[config.mk]
export PLATFORM = sky130hd
export DESIGN_NAME = ethernet_crc32_stream
export DESIGN_NICKNAME = d
export VERILOG_FILES = /design/src/rtl/eth_crc_pkg.sv /design/src/rtl/ethernet_crc32_lanes.sv /design/src/rtl/ethernet_crc32_stream.sv
export SDC_FILE = /design/constraint.sdc
export NUM_CORES = 1
export LEC_CHECK = 0
export CAP_MARGIN = 30
export CORE_MARGIN = 3
export CORE_UTILIZATION = 59
export CTS_BUF_LIST = sky130_fd_sc_hd__clkbuf_16
export DETAILED_ROUTE_END_ITERATION = 8
export PLACE_DENSITY = 0.87
export SYNTH_ARGS = -nofsm -noshare
export SYNTH_HDL_FRONTEND = slang
export SYNTH_SLANG_ARGS = --single-unit
[constraint.sdc]
create_clock -name clk -period 6.97 [get_ports clk]
set_input_delay 0.697 -clock clk [delete_from_list [all_inputs] [get_ports clk]]
set_output_delay 0.697 -clock clk [all_outputs]
set_load 0.005 [all_outputs]
[src/rtl/eth_crc_pkg.sv]
// rtl/eth_crc_pkg.sv - Ethernet CRC-32 constants, state type and bit-serial update helpers
package eth_crc_pkg;

    localparam logic [32:0] ETH_CRC_POLY    = 33'h104C11DB7;
    localparam logic [31:0] ETH_CRC_INIT    = 32'hFFFFFFFF;
    localparam logic [31:0] ETH_CRC_RESIDUE = 32'hC704DD7B;

    typedef enum logic {
        ST_IDLE     = 1'b0,
        ST_IN_FRAME = 1'b1
    } fsm_state_e;

    // Raw (non-reflected) register, byte fed LSB first as it appears on the wire
    function automatic logic [31:0] crc32_byte_update(input logic [31:0] crc,
                                                      input logic [7:0]  data_byte,
                                                      input logic [31:0] poly);
        logic [31:0] c;
        logic        fb;
        c = crc;
        for (int i = 0; i < 8; i++) begin
            fb = c[31] ^ data_byte[i];
            c  = {c[30:0], 1'b0} ^ (fb ? poly : 32'h0);
        end
        return c;
    endfunction

    function automatic logic [31:0] bitrev32(input logic [31:0] v);
        logic [31:0] r;
        for (int i = 0; i < 32; i++) begin
            r[i] = v[31-i];
        end
        return r;
    endfunction

endpackage

[src/rtl/ethernet_crc32_lanes.sv]
// rtl/ethernet_crc32_lanes.sv - combinational multi-byte CRC-32 update, byte chain gated by keep
module ethernet_crc32_lanes
    import eth_crc_pkg::*;
#(
    parameter int          DATA_BYTES = 4,
    parameter logic [31:0] POLY       = ETH_CRC_POLY[31:0]
) (
    input  logic [31:0]             crc_in,
    input  logic [8*DATA_BYTES-1:0] data,
    input  logic [DATA_BYTES-1:0]   keep,
    output logic [31:0]             crc_out
);

    logic [31:0] chain [DATA_BYTES+1];

    assign chain[0] = crc_in;

    // Keep is contiguous from lane 0, so a disabled lane simply passes the register through
    for (genvar i = 0; i < DATA_BYTES; i++) begin : g_lane
        assign chain[i+1] = keep[i] ? crc32_byte_update(chain[i], data[8*i +: 8], POLY)
                                    : chain[i];
    end

    assign crc_out = chain[DATA_BYTES];

endmodule

[src/rtl/ethernet_crc32_stream.sv]
// rtl/ethernet_crc32_stream.sv - framed multi-byte Ethernet CRC-32 with FCS generation and residue check
module ethernet_crc32_stream
    import eth_crc_pkg::*;
#(
    parameter int          DATA_BYTES = 4,
    parameter logic [32:0] POLYNOMIAL = ETH_CRC_POLY,
    parameter logic [31:0] INIT       = ETH_CRC_INIT,
    parameter logic [31:0] RESIDUE    = ETH_CRC_RESIDUE
) (
    input  logic                    clk,
    input  logic                    reset,
    input  logic                    in_valid,
    input  logic                    in_sop,
    input  logic                    in_eop,
    input  logic [8*DATA_BYTES-1:0] in_data,
    input  logic [DATA_BYTES-1:0]   in_keep,
    output logic [31:0]             crc_state,
    output logic                    out_valid,
    output logic [31:0]             fcs_out,
    output logic                    fcs_ok,
    output logic                    err
);

    localparam logic [DATA_BYTES-1:0] KEEP_ONE = DATA_BYTES'(1);

    fsm_state_e            state, state_next;
    logic [31:0]           crc_base, lane_crc, crc_next;
    logic [DATA_BYTES-1:0] keep_plus;
    logic                  keep_full, keep_eop_ok, beat_ok;
    logic                  out_valid_next, err_next;

    // A sop beat always restarts from INIT, even when it aborts a running frame
    assign crc_base = in_sop ? INIT : crc_state;

    ethernet_crc32_lanes #(
        .DATA_BYTES (DATA_BYTES),
        .POLY       (POLYNOMIAL[31:0])
    ) u_lanes (
        .crc_in  (crc_base),
        .data    (in_data),
        .keep    (in_keep),
        .crc_out (lane_crc)
    );

    assign keep_plus   = in_keep + KEEP_ONE;
    assign keep_full   = &in_keep;
    assign keep_eop_ok = (|in_keep) && ((in_keep & keep_plus) == '0);
    assign beat_ok     = in_eop ? keep_eop_ok : keep_full;

    always_comb begin
        state_next     = state;
        crc_next       = crc_state;
        out_valid_next = 1'b0;
        err_next       = 1'b0;
        if (in_valid) begin
            if (state == ST_IDLE && !in_sop) begin
                err_next = 1'b1;
            end else begin
                err_next = (state == ST_IN_FRAME) && in_sop;
                if (!beat_ok) begin
                    err_next   = 1'b1;
                    state_next = ST_IDLE;
                    crc_next   = INIT;
                end else begin
                    crc_next = lane_crc;
                    if (in_eop) begin
                        state_next     = ST_IDLE;
                        out_valid_next = 1'b1;
                    end else begin
                        state_next = ST_IN_FRAME;
                    end
                end
            end
        end
    end

    always_ff @(posedge clk) begin
        if (reset) begin
            state     <= ST_IDLE;
            crc_state <= INIT;
            out_valid <= 1'b0;
            fcs_out   <= 32'h0;
            fcs_ok    <= 1'b0;
            err       <= 1'b0;
        end else begin
            state     <= state_next;
            crc_state <= crc_next;
            out_valid <= out_valid_next;
            err       <= err_next;
            if (out_valid_next) begin
                fcs_out <= ~bitrev32(lane_crc);
                fcs_ok  <= (lane_crc == RESIDUE);
            end
        end
    end

endmodule

; After elaboration in Yosys (flattened, before gate mapping)
; Index checks and enable logic that the tools add are counted.
[totals]
reg_bits = 68
input_bits = 41
output_inout_bits = 67
wordCells = 133
[op_classes]
add_sub_neg = 1
eq_ne = 1
mux = 47
bitwise = 69
reduce_logical = 9
[op_table]
columns = op, count
row1 = $xor 32x32->32, 32
row2 = $mux 27, 32
row3 = $mux 32, 6
row4 = $eq 32x32->1 const B, 1
row5 = $not 32->32, 1
row6 = $xor 1x1->1, 32
row7 = $mux 1, 9
row8 = $add 4x1->4 const B, 1
row9 = $and 4x4->4, 1
row10 = $logic_not 4->1, 1
row11 = $reduce_and 4->1, 1
row12 = $reduce_or 4->1, 1
row13 = $logic_and 1x1->1, 3
row14 = $not 1->1, 3
row15 = $reduce_and 2->1, 1
row16 = $reduce_or 2->1, 1
row17 = $logic_not 1->1, 1

; Logic depth before layout (Yosys ltp)
[logic_depth]
word_depth = 102
mapped_depth = 23
mapped_depth_nobuf = 17

; By module
; From an unflattened synthesis, not the netlist that was laid out.
[unflattened]
cells_unflattened = 888
hier_area_um2 = 8115.3
[modules_own_cells]
columns = mod, n_inst, cells_per_inst, area_per_inst_um2, seq_area_each_um2
row1 = ethernet_crc32_lanes, 1, 573, 5277.6, 0.0
row2 = ethernet_crc32_stream, 1, 315, 2837.7, 1361.3

; Worst setup path before layout
; Ideal clock, no wire load.
[synth_timing]
path_type = input -> register
start = in in_data[4]
end = reg fcs_ok
setup_ns = 0.084
arrival_ns = 6.217
t_required_ns = 6.886
setup_slack_ns = 0.669
stages = 20
path_buffers = 3
cell_sequence = buf_2 -> xnor2_1 -> or3_1 -> a211o_1 -> a31oi_4 -> xnor2_2 -> xor3_1 -> o211a_1 -> or2_1 -> buf_2 -> xnor2_1 -> mux2_1 -> or4_1 -> buf_4 -> xor2_4 -> xnor3_1 -> mux2i_1 -> nand4_1 -> or4_1 -> o31ai_2
[synth_via]
elab_chain_len = 43
elab_cells_between_ends = 71
classes_between = eq/ne (1) / mux (23) / bitwise (47)
[synth_rtl]
columns = element, line_no
row1 = start: declaration, ethernet_crc32_stream.sv:15  ; input logic [8*DATA_BYTES-1:0] in_data,
row2 = $xor 1x1->1 (*), eth_crc_pkg.sv:21  ; fb = c[31] ^ data_byte[i];
row3 = $mux 27 (*), eth_crc_pkg.sv:22  ; c = {c[30:0], 1'b0} ^ (fb ? poly : 32'h0);
row4 = $xor 32x32->32 (*) (4 in a row), eth_crc_pkg.sv:22
row5 = $mux 32 (*), ethernet_crc32_lanes.sv:20  ; assign chain[i+1] = keep[i] ? crc32_byte_update(chain[i], data[8*i +: 8], POLY)
row6 = $xor 32x32->32 (2 in a row), eth_crc_pkg.sv:22
row7 = $xor 1x1->1 or $xor 32x32->32 (tied branches), "eth_crc_pkg.sv:21, eth_crc_pkg.sv:22"
row8 = $mux 27 or $xor 32x32->32 (tied branches), eth_crc_pkg.sv:22
row9 = $xor 32x32->32, eth_crc_pkg.sv:22
row10 = [... 23 more ...], n/a
row11 = $xor 32x32->32 or $xor 1x1->1 (tied branches), "eth_crc_pkg.sv:22, eth_crc_pkg.sv:21"
row12 = $xor 32x32->32 or $mux 27 (tied branches), eth_crc_pkg.sv:22
row13 = $xor 32x32->32, eth_crc_pkg.sv:22
row14 = $xor 1x1->1 or $xor 32x32->32 (tied branches), "eth_crc_pkg.sv:21, eth_crc_pkg.sv:22"
row15 = $mux 27 or $xor 32x32->32 (tied branches), eth_crc_pkg.sv:22
row16 = $xor 32x32->32, eth_crc_pkg.sv:22
row17 = $mux 32 (*), ethernet_crc32_lanes.sv:20
row18 = $eq 32x32->1 (*), ethernet_crc32_stream.sv:92  ; fcs_ok <= (lane_crc == RESIDUE);
row19 = end signal: assignment, ethernet_crc32_stream.sv:92
row20 = end: declaration, ethernet_crc32_stream.sv:20  ; output logic fcs_ok,
; Mark *: on every way between the ends. The rest lies on a longest branch, timed or not.
; A chain may end at the register's enable or synchronous reset.

; Worst setup path after layout
[layout_timing]
start = in in_data[0]
end = reg fcs_ok
[layout_via]
elab_chain_len = 49
elab_cells_between_ends = 81
classes_between = eq/ne (1) / mux (26) / bitwise (54)
[layout_rtl]
columns = element, line_no
row1 = $xor 1x1->1 (*), eth_crc_pkg.sv:21
row2 = $mux 27 (*), eth_crc_pkg.sv:22
row3 = $xor 32x32->32 (*) (6 in a row), eth_crc_pkg.sv:22
row4 = $xor 1x1->1, eth_crc_pkg.sv:21
row5 = $mux 27, eth_crc_pkg.sv:22
row6 = $xor 32x32->32 (*) (2 in a row), eth_crc_pkg.sv:22
row7 = $mux 32 (*), ethernet_crc32_lanes.sv:20
row8 = $xor 32x32->32 (4 in a row), eth_crc_pkg.sv:22
row9 = [... 18 more ...], n/a
row10 = $xor 1x1->1, eth_crc_pkg.sv:21
row11 = $mux 27, eth_crc_pkg.sv:22
row12 = $xor 32x32->32 (6 in a row), eth_crc_pkg.sv:22
row13 = $xor 1x1->1, eth_crc_pkg.sv:21
row14 = $mux 27, eth_crc_pkg.sv:22
row15 = $xor 32x32->32 (2 in a row), eth_crc_pkg.sv:22
row16 = $mux 32 (*), ethernet_crc32_lanes.sv:20
row17 = $eq 32x32->1 (*), ethernet_crc32_stream.sv:92
; Marks and branches as above.

==> flow_metrics.tcl <==
set metrics [dict create \
    grt_util_met2_pct 55.5 \
    synth_edf_count 0 \
    grtUsageMet1_pct 49.1 \
    hold_viol 0 \
    stdcell_count 1421 \
    ff_latch_area_mm2 0.00136 \
    grt_start_max_net_pins 59 \
    cp-end-kind "register" \
    grtUsageTotal_pct 35.4 \
    core_area_mm2 0.0149 \
    fin_skew_ns 0.00341 \
    clock-sinks 68 \
    synthArstFlopShare_pct 0 \
    die_h_um 131 \
    detail_route.first_pass.iterations 6 \
    cts_root_buf "clkbuf_16" \
    peakVddDrop_mv 0.903 \
    synthesis.area_mm2 0.00919 \
    fin_ws_ns 0.271 \
    ant_nets 0 \
    cts.path.max_buffers 2 \
    postCtsSetupBuffers 0 \
    setup_viol 0 \
    final_common_cell "xnor2_1" \
    path_clk_slew_ns 0.05 \
    finalNetCount 1274 \
    yosysUniqueCellTypes 85 \
    hp-class "reg -> reg" \
    maxClockFrequency_mhz 149 \
    crit_slowest_cell "clkdlybuf4s50_1" \
    syn_inst 1134 \
    place_ws_ns -0.394 \
    hpwl_um 24300 \
    worst_pin_slew_ns 0.872 \
    min_period_ns 6.70 \
    synthFlopType "dfxtp_1" \
    synth_fp_nets 1175 \
    drt_iter0_markers 1371 \
    powerDensity_mw_per_mm2 635 \
    drive_above_1_share_pct 11.0 \
    tritoncts "built" \
    numCtsBuffers 9 \
    die_area_mm2 0.0171 \
    p_sw_uw 3440 \
    relSlewSlack_pct 41.5 \
    grt_pass1_vias 8371 \
    dp_cells 1406 \
    required_ns 7.22 \
    gp_congestion 0.988 \
    ys_ff_latch 68 \
    io_buffers 107 \
    antennaDiodeCount 0 \
    antenna_found_initial 0 \
    die_w_um 131 \
    ys_warn_count 0 \
    wl_per_cell_um 21.8 \
    p_int_uw 3550 \
    fillers 1119 \
    grt_pass1_wl_um 46300 \
    critical-path-max-stage-delay_ns 0.71 \
    yosysSeqAreaShare_pct 14.8 \
    grtUsageMet3_pct 6.75 \
    p_seq_share_pct 7.4 \
    p_comb_share_pct 86.4 \
    pwr-share-clk_pct 6.2 \
    path_class "in -> reg" \
    viasPerCell 6.53 \
    syn_avg_cell_area_um2 8.11 \
    multiInputGateArea_mm2 0.00751 \
    finalCritPeriodShare_pct 96.1 \
    status "completed" \
    start_util_pct 61.8 \
    area_delta_synth_final_pct 19.7 \
    vias 9286 \
    clk_latency_ns 0.33 \
    p_leak_uw 0.00442 \
    cap_violations 0 \
    path_max_fanout 10 \
    drc 0 \
    routed_wl_um 31000 \
    switching_share_pct 49.2 \
    layout_common_cells "xnor2_1 (147), nor2_1 (123), clkdlybuf4s50_1 (102)" \
    io_pins 108 \
    grt.busiest_layer "met2" \
    critical_path_arrival_ns 6.95 \
    startpoint_type "primary input" \
    grt_overflow 0 \
    crit_chain "clkdlybuf4s50_1 > xor2_1 > a21oi_2 > o211ai_1 > a311oi_4 > o2111a_1 > or4_1 > and2_1 > buf_4 > xor2_1 > xor3_1 > a211o_1 > and2_2 > xnor3_1 > xnor3_1 > mux2i_1 > nand4_1 > or4_1 > o31ai_2" \
    slew_violations 0 \
    core.rowCount 44 \
    h-tree-depth 3 \
]
## state kept, by name, indices dropped and copies added, names as in the netlist
name,cells
crc_state,32
fcs_out,32
err,1
fcs_ok,1
out_valid,1
state,1
## worst max-delay path, delay by kind of cell
kind                   cells  cell delay, ns
AO/OA/AOI/OAI              6            1.56
XOR/XNOR                   5            1.68
buffers and inverters      2            0.90
multiplexers               1            0.24
AND/OR/NAND/NOR            5            1.85
## metrics by stage
stage	power [µW]	instance area [µm²]	TNS [ns]	hold WS [ns]	util, %
2_1_floorplan	4570	9190	0	0.453	-
3_3_place_gp	6270	10600	-0.387	0.444	71.4
3_5_place_dp	6330	10600	-0.394	0.449	71.5
4_1_cts	6800	10900	0	0.454	73.4
5_1_grt	7310	11000	-0.00453	0.478	74.0
6_report	6990	11000	0	0.453	74.0
## area by class of cell
class,count,share of cell area (%)
Clock buffer,9,2.05
Clock inverter,6,0.523
Inverter,17,0.580
Multi-Input combinational cell,964,68.2
Sequential cell,68,12.4
Tap cell,184,2.09
Timing Repair Buffer,173,14.2
## power by group through the flow
stage | Clock [µW] | Sequential [µW] | Combinational, µW
final | 433 | 520 | 6030
after global placement | 0 | 522 | 5750
after floorplan | 0 | 488 | 4080
after CTS | 432 | 514 | 5850
after global routing | 449 | 519 | 6350
after detailed placement | 0 | 523 | 5810
## metal layers
layer  vias to the layer above  share of wire [%]  routed length, µm
met2                       656                 45              13800
met1                      4302                 40              12300
met4                         0                4.4               1380
met3                       111                 11               3480
met5                         -                  0                  0
li1                       4217                  -                  -
## timing repair
item,in CTS,in global routing
gates resized for setup,1,14
setup endpoints to repair,1,1
hold endpoints to repair,0,0
hold buffers,0,0
## Yosys cell counts, types with 9 or more instances
| master | n | area share (%) |
|---|---|---|
| or2_2 | 9 | 0.61 |
| o21a_1 | 9 | 0.73 |
| nand3_1 | 17 | 0.93 |
| xnor2_1 | 149 | 14 |
| inv_1 | 17 | 0.69 |
| a211oi_1 | 14 | 1.1 |
| xor3_1 | 16 | 4.1 |
| clkbuf_1 | 45 | 1.8 |
| nor2_1 | 123 | 5.0 |
| a21oi_1 | 73 | 4.0 |
| o21ai_0 | 33 | 1.8 |
| nor3_1 | 44 | 2.4 |
| xor2_1 | 61 | 5.8 |
| buf_1 | 14 | 0.57 |
| and2_1 | 9 | 0.61 |
| o211ai_1 | 45 | 3.7 |
| or3_1 | 17 | 1.2 |
| buf_2 | 22 | 1.2 |
| nand2_1 | 97 | 4.0 |
| xnor3_1 | 34 | 8.3 |
| dfxtp_1 | 68 | 15 |
| mux2i_1 | 45 | 4.9 |
## worst paths after layout
check / startpoint / end / slack, ns / depth (start not counted)
max: in_data[0] / fcs_ok$_SDFFE_PP0P_ / 0.27 / 19
min: fcs_out[26]$_SDFFE_PP0P_ / fcs_out[26]$_SDFFE_PP0P_ / 0.45 / 2
max reg2reg: crc_state[30]$_SDFFE_PP1P_ / fcs_ok$_SDFFE_PP0P_ / 0.61 / 18
min reg2reg: fcs_out[26]$_SDFFE_PP0P_ / fcs_out[26]$_SDFFE_PP0P_ / 0.45 / 2
## logic make-up after synthesis
kind of cell	after synthesis	share of synthesized area, %
AOI/OAI and AO/OA	265	20.5
and+or+nand+nor	376	19.3
buffers and inverters	102	4.71
DFF	68	14.8
muxes	54	6.00
xor gates and xnor gates	269	34.6
No activity file was read; power rests on OpenSTA's default activity.
==> patch 1, RTL diff (config.mk and constraints unchanged) <==
Add an input register stage for `in_valid`, `in_sop`, `in_eop`, `in_data` and `in_keep`; this delays them by one clock.
--- a/src/rtl/ethernet_crc32_stream.sv
+++ b/src/rtl/ethernet_crc32_stream.sv
@@ -24,4 +24,18 @@
     localparam logic [DATA_BYTES-1:0] KEEP_ONE = DATA_BYTES'(1);
 
+    logic in_valid_q;
+    logic in_sop_q;
+    logic in_eop_q;
+    logic [8*DATA_BYTES-1:0] in_data_q;
+    logic [DATA_BYTES-1:0] in_keep_q;
+
+    always_ff @(posedge clk) begin
+        in_valid_q <= in_valid;
+        in_sop_q   <= in_sop;
+        in_eop_q   <= in_eop;
+        in_data_q  <= in_data;
+        in_keep_q  <= in_keep;
+    end
+
     fsm_state_e            state, state_next;
     logic [31:0]           crc_base, lane_crc, crc_next;
@@ -31,5 +45,5 @@
 
     // A sop beat always restarts from INIT, even when it aborts a running frame
-    assign crc_base = in_sop ? INIT : crc_state;
+    assign crc_base = in_sop_q ? INIT : crc_state;
 
     ethernet_crc32_lanes #(
@@ -38,13 +52,13 @@
     ) u_lanes (
         .crc_in  (crc_base),
-        .data    (in_data),
-        .keep    (in_keep),
+        .data    (in_data_q),
+        .keep    (in_keep_q),
         .crc_out (lane_crc)
     );
 
-    assign keep_plus   = in_keep + KEEP_ONE;
-    assign keep_full   = &in_keep;
-    assign keep_eop_ok = (|in_keep) && ((in_keep & keep_plus) == '0);
-    assign beat_ok     = in_eop ? keep_eop_ok : keep_full;
+    assign keep_plus   = in_keep_q + KEEP_ONE;
+    assign keep_full   = &in_keep_q;
+    assign keep_eop_ok = (|in_keep_q) && ((in_keep_q & keep_plus) == '0);
+    assign beat_ok     = in_eop_q ? keep_eop_ok : keep_full;
 
     always_comb begin
@@ -53,9 +67,9 @@
         out_valid_next = 1'b0;
         err_next       = 1'b0;
-        if (in_valid) begin
-            if (state == ST_IDLE && !in_sop) begin
+        if (in_valid_q) begin
+            if (state == ST_IDLE && !in_sop_q) begin
                 err_next = 1'b1;
             end else begin
-                err_next = (state == ST_IN_FRAME) && in_sop;
+                err_next = (state == ST_IN_FRAME) && in_sop_q;
                 if (!beat_ok) begin
                     err_next   = 1'b1;
@@ -64,5 +78,5 @@
                 end else begin
                     crc_next = lane_crc;
-                    if (in_eop) begin
+                    if (in_eop_q) begin
                         state_next     = ST_IDLE;
                         out_valid_next = 1'b1;
Check against the original RTL: not equivalent (a bounded check fails within 4 cycles, from zero or initial values and one cycle with reset high).
==> patch 1 against the original RTL <==
Die area up 7.1%; total power down 8.4%; setup slack better by 8.6 ps; synthesized area up 7.4%; clock power up 33%; sequential cell count up 39; final area up 3.8%; largest cell class unchanged; routed wire length up 3.0%.
==> patch 1: results (changes against the original RTL) <==
Parameter                              Value

Placement
  Number of placed cells counting well taps    1405 (-0.071%)
  Placed wire-length estimate    24700 um (+1.7%)
  Placed Area    0.0111 mm^2 (+4.4%)
  Placer congestion estimate    0.993 (+0.48%)

CTS
  Clock network latency to the later pin of the worst-skew pair    370 ps (+40 ps)
  Clock buffer count from CTS    9 (unchanged)
  Reg clk slew, reported paths    90 ps (+40 ps)
  Number of setup buffers added after CTS    0 (unchanged)

Critical path
  Data arrival time of the worst path    7000 ps (+50 ps)
  Register-to-register setup slack    280 ps (-330 ps)
  Crit path largest cell delay    590 ps (-120 ps)
  Crit Path Max Fanout    8 (-2)
  Standard cell with the maximum stage delay on the critical path    sky130_fd_sc_hd__dfxtp_1

Detailed routing
  Total number of vias    8907 (-4.1%)
  Iter 0 DRT Violations    1064 (-22%)
  WL final    31900 um (+3.0%)

Timing
  Final worst hold slack    457 ps (+3.04 ps)
  Pin slew with the least headroom to its limit    994 ps (+122 ps)
  Final worst-path setup slack    280 ps (+8.59 ps)
  Skew final    15.0 ps (+11.6 ps)

Layout
  Filler cell count    1266 (+13%)
  Share of layout cells above drive strength 1    0.0846 (-0.0253)
  Net total in the final layout    1241 (-2.6%)
  Regs by FF count    crc_state x32, fcs_out x32, in_data_q x32

Global route
  First-pass GRT wire length    48200 um (+3.9%)
  Largest net degree at the start of global routing    58 (-1.7%)
  Vias in the first global route    8311 (-0.72%)

Synthesis
  Sequential element share of the synthesized area    0.217 (+0.0688)
  Cell types occupying the most area after synthesis    sky130_fd_sc_hd__dfxtp_1 22%, sky130_fd_sc_hd__xnor2_1 15%, sky130_fd_sc_hd__xnor3_1 11%
  Most frequent cells after synthesis    168 x sky130_fd_sc_hd__xnor2_1, 107 x sky130_fd_sc_hd__dfxtp_1, 106 x sky130_fd_sc_hd__nor2_1
  Distinct cells, synth    79 (-7.1%)
  Cells after Synth    1128 (-0.53%)

Power
  Leak Pwr    0.00464 uW (+5.0%)

Run status
  Outcome    finished clean
-- patch 1: cells by family after synthesis --
| kind of cell | synth area share |
|---|---|
| AO/OA/AOI/OAI | 0.170 |
| XOR/XNOR | 0.350 |
| AND/OR/NAND/NOR | 0.163 |
| buffers and inverters | 0.0440 |
| flip-flops | 0.217 |
| multiplexers | 0.0560 |
-- patch 1: worst paths after layout --
kind                      start     endpoint  cells after the start
setup reg to reg  crc_state[30]       fcs_ok                     19
setup / recovery  crc_state[30]       fcs_ok                     19
hold reg to reg     fcs_out[26]  fcs_out[26]                      2
hold / removal      fcs_out[26]  fcs_out[26]                      2
-- patch 1: final cells by class --
| cell class | count | area (um^2) | area share |
|---|---|---|---|
| Clock inverter | 7 | 103 | 0.00898 |
| Sequential cell | 107 | 2150 | 0.188 |
| Timing Repair Buffer | 138 | 1320 | 0.115 |
| Tap cell | 216 | 270 | 0.0237 |
| Inverter | 17 | 63.8 | 0.00558 |
| Multi-Input combinational cell | 927 | 7300 | 0.639 |
| Clock buffer | 9 | 225 | 0.0197 |
-- patch 1: metal layers --
metal,wire [um],track usage,vias to the layer above
met2,14400,0.540,529
met1,13100,0.470,4196
met3,3060,0.0750,94
met5,0,0,-
li1,-,-,4088
met4,1270,0.129,0
-- patch 1: repair_timing --
item / 4_1_cts / 5_1_grt
hold buffers: 0 / 0
setup endpoints to repair: 0 / 1
resized for setup: 0 / 1
-- patch 1: critical path, delay by kind of cell, from the launching register on --
kind | cells | cell delay [ps]
muxes | 3 | 850
AOI/OAI and AO/OA | 3 | 1140
DFF | 1 | 590
buffers and inverters | 1 | 230
xor gates and xnor gates | 8 | 2630
and+or+nand+nor | 4 | 1160
-- patch 1: where the power goes --
group          switching, uW  internal, uW  total (uW)
sequential              85.5           661         746
clock                    282           293         575
combinational           2800          2280        5080
==> patch 2, RTL diff (config.mk and constraints unchanged) <==
Made on the original files. `DATA_BYTES` is set to 4 in 2 places; all go to 8.
--- a/src/rtl/ethernet_crc32_lanes.sv
+++ b/src/rtl/ethernet_crc32_lanes.sv
@@ -3,5 +3,5 @@
     import eth_crc_pkg::*;
 #(
-    parameter int          DATA_BYTES = 4,
+    parameter int          DATA_BYTES = 8,
     parameter logic [31:0] POLY       = ETH_CRC_POLY[31:0]
 ) (
--- a/src/rtl/ethernet_crc32_stream.sv
+++ b/src/rtl/ethernet_crc32_stream.sv
@@ -3,5 +3,5 @@
     import eth_crc_pkg::*;
 #(
-    parameter int          DATA_BYTES = 4,
+    parameter int          DATA_BYTES = 8,
     parameter logic [32:0] POLYNOMIAL = ETH_CRC_POLY,
     parameter logic [31:0] INIT       = ETH_CRC_INIT,
Interface: changed (resized in_data and in_keep); port bits go from 108 to 144. The function was not compared with the original's and may differ.
==> patch 2 against the original RTL <==
The flow now stops in clock tree synthesis; synthesized area grew 81%.
==> patch 2: results (changes against the original RTL) <==
Parameter                              Value

Placement
  DP Worst Slack    -3900 ps (-3510 ps)
  Count of buffers inserted at the top-level ports    143 (+34%)
  Number of placed cells counting well taps    3156 (+120%)
  Placed wire-length estimate    64800 um (+170%)
  Placer congestion estimate    1.09 (+10%)

CTS
  Number of setup buffers added after CTS    111 (+111)
  Root buf cell    sky130_fd_sc_hd__clkbuf_16
  Longest Clk Path Bufs    2 (unchanged)
  Post-cts resize count    346 (+345)
  H-tree depth    3 (unchanged)
  Clock buffer count from CTS    9 (unchanged)

Synthesis
  Cells after Synth    2086 (+84%)
  Largest family of logic cells by synthesized area    XOR/XNOR gates
  Sequential element share of the synthesized area    0.0819 (-0.0662)
  #FFs+latches synth    68 (unchanged)
  Distinct cells, synth    109 (+28%)
  Cell types occupying the most area after synthesis    sky130_fd_sc_hd__xnor2_1 13%, sky130_fd_sc_hd__xnor3_1 11%, sky130_fd_sc_hd__dfxtp_1 8.2%
  Synth Area in Compound Gates    0.222 (+0.0171)
  Mapped Nets    2163 (+84%)
  Most frequent cells after synthesis    254 x sky130_fd_sc_hd__xnor2_1, 203 x sky130_fd_sc_hd__nor2_1, 157 x sky130_fd_sc_hd__nand2_1
  Yosys Warn Count    0 (unchanged)
  Post-synthesis share of cell area spent on xor and xnor gates    0.362 (+0.0153)
  Async set or reset register ratio after synthesis    0 (unchanged)
  Adder and majority cell fraction of the synthesized area    0 (unchanged)
  Leading register cell type out of synthesis    sky130_fd_sc_hd__dfxtp_1
  Mux contribution to synthesized area    0.0755 (+0.0154)

Run status
  Outcome    did not finish
  Error that stopped the run    [ERROR DPL-0033] detailed placement checks failed during check placement.
  Stopping stage    clock tree synthesis
patch 2: cell types whose count changed after synthesis, sizes merged, moves of 35 or more:
cell and delta:
xnor2 +122, nor2 +81, a21oi +60, nand2 +60, xor2 +50, mux2i +49, xnor3 +49, o21ai +47
clkbuf +40, nand3 +35
patch 2: cells by family after synthesis:
group	Yosys count
buf+inv	168
simple gates	713
compound gates	530
flops	68
xor+xnor	491
mux	116
patch 2: through the flow:
stage               utilization  hold WS, ps  instance area (um^2)
detailed placement        0.876          451                 23900
floorplan                     -          448                 17400
global placement          0.874          442                 23900
